--- config.mk ---
export PLATFORM = sky130hd
export DESIGN_NAME = seq_addn_flat
export DESIGN_NICKNAME = d
export VERILOG_FILES = /design/src/rtl/seq_addn_if.sv /design/src/rtl/seq_addn.sv /design/src/flat_wrapper.sv
export SDC_FILE = /design/constraint.sdc
export NUM_CORES = 1
export LEC_CHECK = 0
export ABC_AREA = 0
export BUFFER_PORTS_ARGS = -buffer_cell sky130_fd_sc_hd__buf_2
export CORE_MARGIN = 2
export CORE_UTILIZATION = 40
export CTS_BUF_LIST = sky130_fd_sc_hd__clkbuf_2
export DETAILED_ROUTE_END_ITERATION = 12
export PLACE_DENSITY = 0.72
export SYNTH_ARGS = -nofsm -noshare
export SYNTH_HDL_FRONTEND = slang
export SYNTH_SLANG_ARGS = --single-unit
--- constraint.sdc ---
create_clock -name clk -period 3.47 [get_ports clk]
set_input_delay 0.5205 -clock clk [delete_from_list [all_inputs] [get_ports clk]]
set_output_delay 0.5205 -clock clk [all_outputs]
set_load 0.005 [all_outputs]
--- src/rtl/seq_addn_if.sv ---
// Operand/result handshake bundle for seq_addn. The sub signal exists only
// when SEQ_ADDN_SUB_EN is defined.
interface seq_addn_if #(
  parameter int WIDTH = 32
);
  logic             in_valid;
  logic             in_ready;
  logic [WIDTH-1:0] a;
  logic [WIDTH-1:0] b;
  logic             cin;
`ifdef SEQ_ADDN_SUB_EN
  logic             sub;
`endif
  logic             out_valid;
  logic             out_ready;
  logic [WIDTH-1:0] s;
  logic             cout;
  logic             ovf;

  modport master (
    output in_valid, a, b, cin,
`ifdef SEQ_ADDN_SUB_EN
    output sub,
`endif
    output out_ready,
    input  in_ready, out_valid, s, cout, ovf
  );

  modport slave (
    input  in_valid, a, b, cin,
`ifdef SEQ_ADDN_SUB_EN
    input  sub,
`endif
    input  out_ready,
    output in_ready, out_valid, s, cout, ovf
  );
endinterface

--- src/rtl/seq_addn.sv ---
// Multi-cycle adder: WIDTH-bit add done CHUNK bits per clock through a 1-bit carry register.
// Optional subtract mode is enabled by defining SEQ_ADDN_SUB_EN.
module seq_addn #(
  parameter int WIDTH = 32,
  parameter int CHUNK = 8
) (
  input  logic      clk,
  input  logic      rst_n,
  seq_addn_if.slave bus_io
);
  localparam int NCHUNK = WIDTH / CHUNK;
  localparam int CW     = (NCHUNK > 1) ? $clog2(NCHUNK) : 1;

  typedef enum logic [1:0] {IDLE, RUN, DONE} state_t;

  state_t           state_q;
  logic [CW-1:0]    cnt_q;
  logic             carry_q;
  logic [WIDTH-1:0] a_q;
  logic [WIDTH-1:0] b_q;
  logic [WIDTH-1:0] s_q;
  logic             cout_q;
  logic             ovf_q;
  logic             out_valid_q;

  logic             sub_eff;
  logic             accept;
  logic [CHUNK-1:0] a_sl;
  logic [CHUNK-1:0] b_sl;
  logic [CHUNK:0]   add_w;
  logic [CHUNK-1:0] sum_d;
  logic             carry_d;
  logic             msb_cin;

`ifdef SEQ_ADDN_SUB_EN
  assign sub_eff = bus_io.sub;
`else
  assign sub_eff = 1'b0;
`endif

  assign bus_io.in_ready = (state_q == IDLE) || ((state_q == DONE) && bus_io.out_ready);
  assign accept          = bus_io.in_valid && bus_io.in_ready;

  always_comb begin
    a_sl    = a_q[cnt_q*CHUNK +: CHUNK];
    b_sl    = b_q[cnt_q*CHUNK +: CHUNK];
    add_w   = {1'b0, a_sl} + {1'b0, b_sl} + {{CHUNK{1'b0}}, carry_q};
    sum_d   = add_w[CHUNK-1:0];
    carry_d = add_w[CHUNK];
    // carry into the slice MSB, recovered from the sum bit; only used on the last slice
    msb_cin = a_sl[CHUNK-1] ^ b_sl[CHUNK-1] ^ sum_d[CHUNK-1];
  end

  always_ff @(posedge clk) begin
    if (!rst_n) begin
      state_q     <= IDLE;
      cnt_q       <= '0;
      carry_q     <= 1'b0;
      a_q         <= '0;
      b_q         <= '0;
      s_q         <= '0;
      cout_q      <= 1'b0;
      ovf_q       <= 1'b0;
      out_valid_q <= 1'b0;
    end else if (accept) begin
      // reached from IDLE, or from DONE on the same edge the result is taken
      a_q         <= bus_io.a;
      b_q         <= bus_io.b ^ {WIDTH{sub_eff}};
      carry_q     <= bus_io.cin ^ sub_eff;
      cnt_q       <= '0;
      out_valid_q <= 1'b0;
      state_q     <= RUN;
    end else begin
      case (state_q)
        RUN: begin
          s_q[cnt_q*CHUNK +: CHUNK] <= sum_d;
          carry_q                   <= carry_d;
          cnt_q                     <= cnt_q + 1'b1;
          if (cnt_q == CW'(NCHUNK - 1)) begin
            cout_q      <= carry_d;
            ovf_q       <= msb_cin ^ carry_d;
            out_valid_q <= 1'b1;
            state_q     <= DONE;
          end
        end
        DONE: begin
          if (bus_io.out_ready) begin
            out_valid_q <= 1'b0;
            state_q     <= IDLE;
          end
        end
        default: state_q <= IDLE;
      endcase
    end
  end

  assign bus_io.out_valid = out_valid_q;
  assign bus_io.s         = s_q;
  assign bus_io.cout      = cout_q;
  assign bus_io.ovf       = ovf_q;
endmodule

--- src/flat_wrapper.sv ---
// flat-port wrapper written by rule: the top's interface ports become plain ports
module seq_addn_flat 
#(
  parameter int WIDTH = 32,
  parameter int CHUNK = 8
)
  (clk, rst_n, bus_io_in_valid, bus_io_a, bus_io_b, bus_io_cin, bus_io_out_ready, bus_io_in_ready, bus_io_out_valid, bus_io_s, bus_io_cout, bus_io_ovf);
  seq_addn_if #(.WIDTH(WIDTH)) bus_io_i ();
  input  logic clk;
  input  logic rst_n;
  input wire logic [$bits(bus_io_i.in_valid)-1:0] bus_io_in_valid;
  input wire logic [$bits(bus_io_i.a)-1:0] bus_io_a;
  input wire logic [$bits(bus_io_i.b)-1:0] bus_io_b;
  input wire logic [$bits(bus_io_i.cin)-1:0] bus_io_cin;
  input wire logic [$bits(bus_io_i.out_ready)-1:0] bus_io_out_ready;
  output wire logic [$bits(bus_io_i.in_ready)-1:0] bus_io_in_ready;
  output wire logic [$bits(bus_io_i.out_valid)-1:0] bus_io_out_valid;
  output wire logic [$bits(bus_io_i.s)-1:0] bus_io_s;
  output wire logic [$bits(bus_io_i.cout)-1:0] bus_io_cout;
  output wire logic [$bits(bus_io_i.ovf)-1:0] bus_io_ovf;
  assign bus_io_i.in_valid = bus_io_in_valid;
  assign bus_io_i.a = bus_io_a;
  assign bus_io_i.b = bus_io_b;
  assign bus_io_i.cin = bus_io_cin;
  assign bus_io_i.out_ready = bus_io_out_ready;
  assign bus_io_in_ready = bus_io_i.in_ready;
  assign bus_io_out_valid = bus_io_i.out_valid;
  assign bus_io_s = bus_io_i.s;
  assign bus_io_cout = bus_io_i.cout;
  assign bus_io_ovf = bus_io_i.ovf;
  seq_addn #(.WIDTH(WIDTH), .CHUNK(CHUNK)) u_core (.clk(clk), .rst_n(rst_n), .bus_io(bus_io_i));
endmodule
==> impl_metrics.py <==
metrics = {
    "placed_design": {
        "dp_slack_ns": 0.489,
        "hpwl_mm": 8.25,
        "io_buffers": 104,
        "place_congestion": 0.852,
    },
    "clocking": {
        "clock_sinks": 104,
        "htreeDepth": 3,
        "cts_tree": "yes",
        "clock_latency_ns": 0.61,
        "cts_resized": 0,
        "cts_root_buffer": "clkbuf_2",
        "cts_hold_buf": 0,
        "cts_made_buffers": 9,
        "postCtsSetupBuffers": 0,
        "clockBufferDepth": 2,
        "clk_pin_slew_ns": 0.33,
    },
    "sta": {
        "finalMaxSlewViolations": 0,
        "worst_slew_pin_slew_ns": 0.505,
        "tns_ns": 0,
        "max_slew_margin_pct": 66.0,
        "final-setup-viol-count": 0,
        "layout_setup_ws_ns": 0.451,
        "min_period_ns": 3.02,
        "whs_ns": 0.0896,
        "clock.fmax_mhz": 331,
        "final.setup_skew_ns": 0.0358,
        "timing.final.crit_share_pct": 87.0,
        "hold_viol_final": 0,
        "rsz0062_at_grt": "false",
    },
    "global_route": {
        "grt_pass1_wl_mm": 18.2,
        "track_usage_pct": 18.0,
        "grt_pass1_vias": 3732,
        "grt_antenna_before_repair": 1,
        "grt-ovfl-total": 0,
        "grt_start_max_net_pins": 47,
    },
    "worst_setup_path": {
        "ff2ff_path_depth": 10,
        "critPathLaunchType": "flop",
        "path_cells": "buf_4, mux4_2, fa_1, inv_1, fa_1, nor2b_1, o31a_1, o21ai_0, a32oi_1, nor2b_1",
        "r2r_slack_ns": 0.45,
        "critical_path_arrival_ns": 3.57,
        "r2r-start": "u_core.cnt_q[0]",
        "crit_fanout": 6,
        "slowest_delay_ns": 0.52,
        "cpMaxStageDelayCell": "mux4_2",
        "end_kind": "flop",
        "timing.rr.end": "u_core.bus_io.s[22]",
        "worstPathRequired_ns": 4.02,
        "critPathKind": "flop to flop",
    },
    "detailed_routing": {
        "vias": 3754,
        "wl_per_cell_um": 14.8,
        "first_pass_iters": 7,
        "vias_per_cell": 5.09,
        "ant_nets": 0,
        "drc": 0,
        "drt-initial-drc-count": 229,
        "wirelength_mm": 10.9,
    },
    "floorplan": {
        "core_area_um2": 11400,
        "die_height_um": 112,
        "die_w_um": 112,
        "rows": 39,
        "start_util_pct": 40.8,
        "ios": 105,
        "die_area_um2": 12500,
    },
    "status": {
        "status": "complete, no violations",
    },
    "cells_and_area": {
        "regArea_um2": 2080,
        "syn_to_final_growth_pct": 16.2,
        "final_common_cell": "nand2_1",
        "fillers": 1099,
        "final_nets": 672,
        "finish.utilization_pct": 47.4,
        "multiInputGateArea_um2": 2420,
        "drive_gt1_share_pct": 26.0,
        "final_cell_mix": "nand2_1, buf_2, dfxtp_1, a21boi_0, nor2b_1",
    },
    "synthesis": {
        "synth_cell_types": 38,
        "synthCells": 496,
        "syn-cell-area_um2": 4660,
        "yosys_register_bits": 104,
        "avgSynthCellArea_um2": 9.40,
        "syn_nets": 580,
        "ys_warn_count": 0,
        "synth_edf_count": 0,
        "synth_ff_type": "dfxtp_1",
        "synth_seq_area_share_pct": 44.6,
        "ys_async_sr_fraction_pct": 0,
    },
    "power": {
        "ir_drop_mv": 0.183,
        "leakagePower_nw": 2.21,
        "p_total_w": 0.00220,
        "power_density_nw_per_um2": 406,
    },
    "min_path": {
        "holdPathEnd": "u_core.b_q[17]",
        "worstHoldStart": "bus_io_b[17]",
        "min_path_cells": 3,
        "hold_class": "primary input to flop",
    },
    "job": {
        "drv_cap": 0,
    },
}
==> cells in the mapped netlist, types with 2 or more instances <==
master / n / area (um^2)
mux2i_1: 2 / 20.0
mux4_2: 16 / 360
nor4_4: 3 / 63.8
nand2b_1: 2 / 12.5
a32oi_1: 8 / 70.1
or3_1: 2 / 12.5
xor2_1: 4 / 35.0
nand2_2: 4 / 25.0
ha_1: 13 / 163
buf_2: 8 / 40.0
nand3_1: 11 / 55.1
fa_1: 2 / 40.0
xnor2_1: 2 / 17.5
dfxtp_1: 104 / 2080
nand2_1: 137 / 514
inv_1: 9 / 33.8
nor2b_1: 27 / 169
nor2_1: 3 / 11.3
and2_1: 2 / 12.5
a21oi_1: 8 / 40.0
o21a_1: 2 / 15.0
a21boi_0: 65 / 488
clkbuf_1: 17 / 63.8
a22oi_1: 16 / 120
o21ai_0: 14 / 70.1
buf_1: 3 / 11.3
==> routing by layer <==
metal | vias up | GRT usage (%) | part of all wire (%)
met5 | - | 0 | 0
met4 | 0 | 7.80 | 2.5
met3 | 23 | 3.21 | 5.0
met2 | 103 | 30.4 | 48
met1 | 1731 | 22.6 | 45
li1 | 1897 | - | -
==> state kept, by name, indices dropped and copies added (netlist names) <==
name / count
u_core.bus_io.s: 32
u_core.bus_io.out_valid: 1
u_core.b_q: 32
u_core.state_q: 2
u_core.cnt_q: 2
u_core.bus_io.cout: 1
u_core.a_q: 32
u_core.carry_q: 1
u_core.bus_io.ovf: 1
==> power by group <==
part	internal (W)	switching, W
registers	0.00125	0.0000308
clock network	0.000131	0.000464
logic	0.000136	0.000183
total	0.00152	0.000678
==> cells by family (layout without fill, tap and decap cells) <==
kind of cell	after synthesis	in the layout	synth area share [%]
AO/OA/AOI/OAI	118	118	18.2
XOR/XNOR	6	6	1.13
adder cells (fa/ha/maj)	15	15	4.35
buffers and inverters	39	136	3.60
flip-flops	104	104	44.6
multiplexers	18	18	8.16
other	0	1	0
AND/OR/NAND/NOR	196	196	20.0
==> layout make-up <==
| type | instances | share of cell area [%] |
|---|---|---|
| Inverter | 9 | 0.624 |
| Antenna cell | 1 | 0.0462 |
| Clock buffer | 9 | 0.832 |
| Timing Repair Buffer | 111 | 10.6 |
| Tap cell | 143 | 3.30 |
| Sequential cell | 104 | 38.4 |
| Clock inverter | 7 | 1.55 |
| Multi-Input combinational cell | 353 | 44.6 |
==> worst max-delay path, delay by kind of cell (launching register included) <==
family                   cells  cell delay [ns]
AO/OA/AOI/OAI                3             0.90
adder cells (fa/ha/maj)      2             0.62
buffers and inverters        2             0.28
multiplexers                 1             0.52
flip-flops                   1             0.45
AND/OR/NAND/NOR              2             0.21
==> worst max-delay path by stage <==
stage | start | end
4_1_cts | u_core.cnt_q[0] | u_core.bus_io.s[22]
2_1_floorplan | u_core.cnt_q[0] | u_core.bus_io.s[22]
3_5_place_dp | u_core.cnt_q[0] | u_core.bus_io.s[22]
3_3_place_gp | u_core.cnt_q[0] | u_core.bus_io.s[6]
6_report | u_core.cnt_q[0] | u_core.bus_io.s[22]
5_1_grt | u_core.cnt_q[0] | u_core.bus_io.s[22]
==> stage by stage <==
stage / area [um^2] / instances
2_1_floorplan: 4660 / 496
4_1_cts: 5410 / 736
5_1_grt: 5420 / 737
6_report: 5420 / 737
3_5_place_dp: 5290 / 720
3_3_place_gp: 5290 / 720
Power figures use the tool's default switching activity.
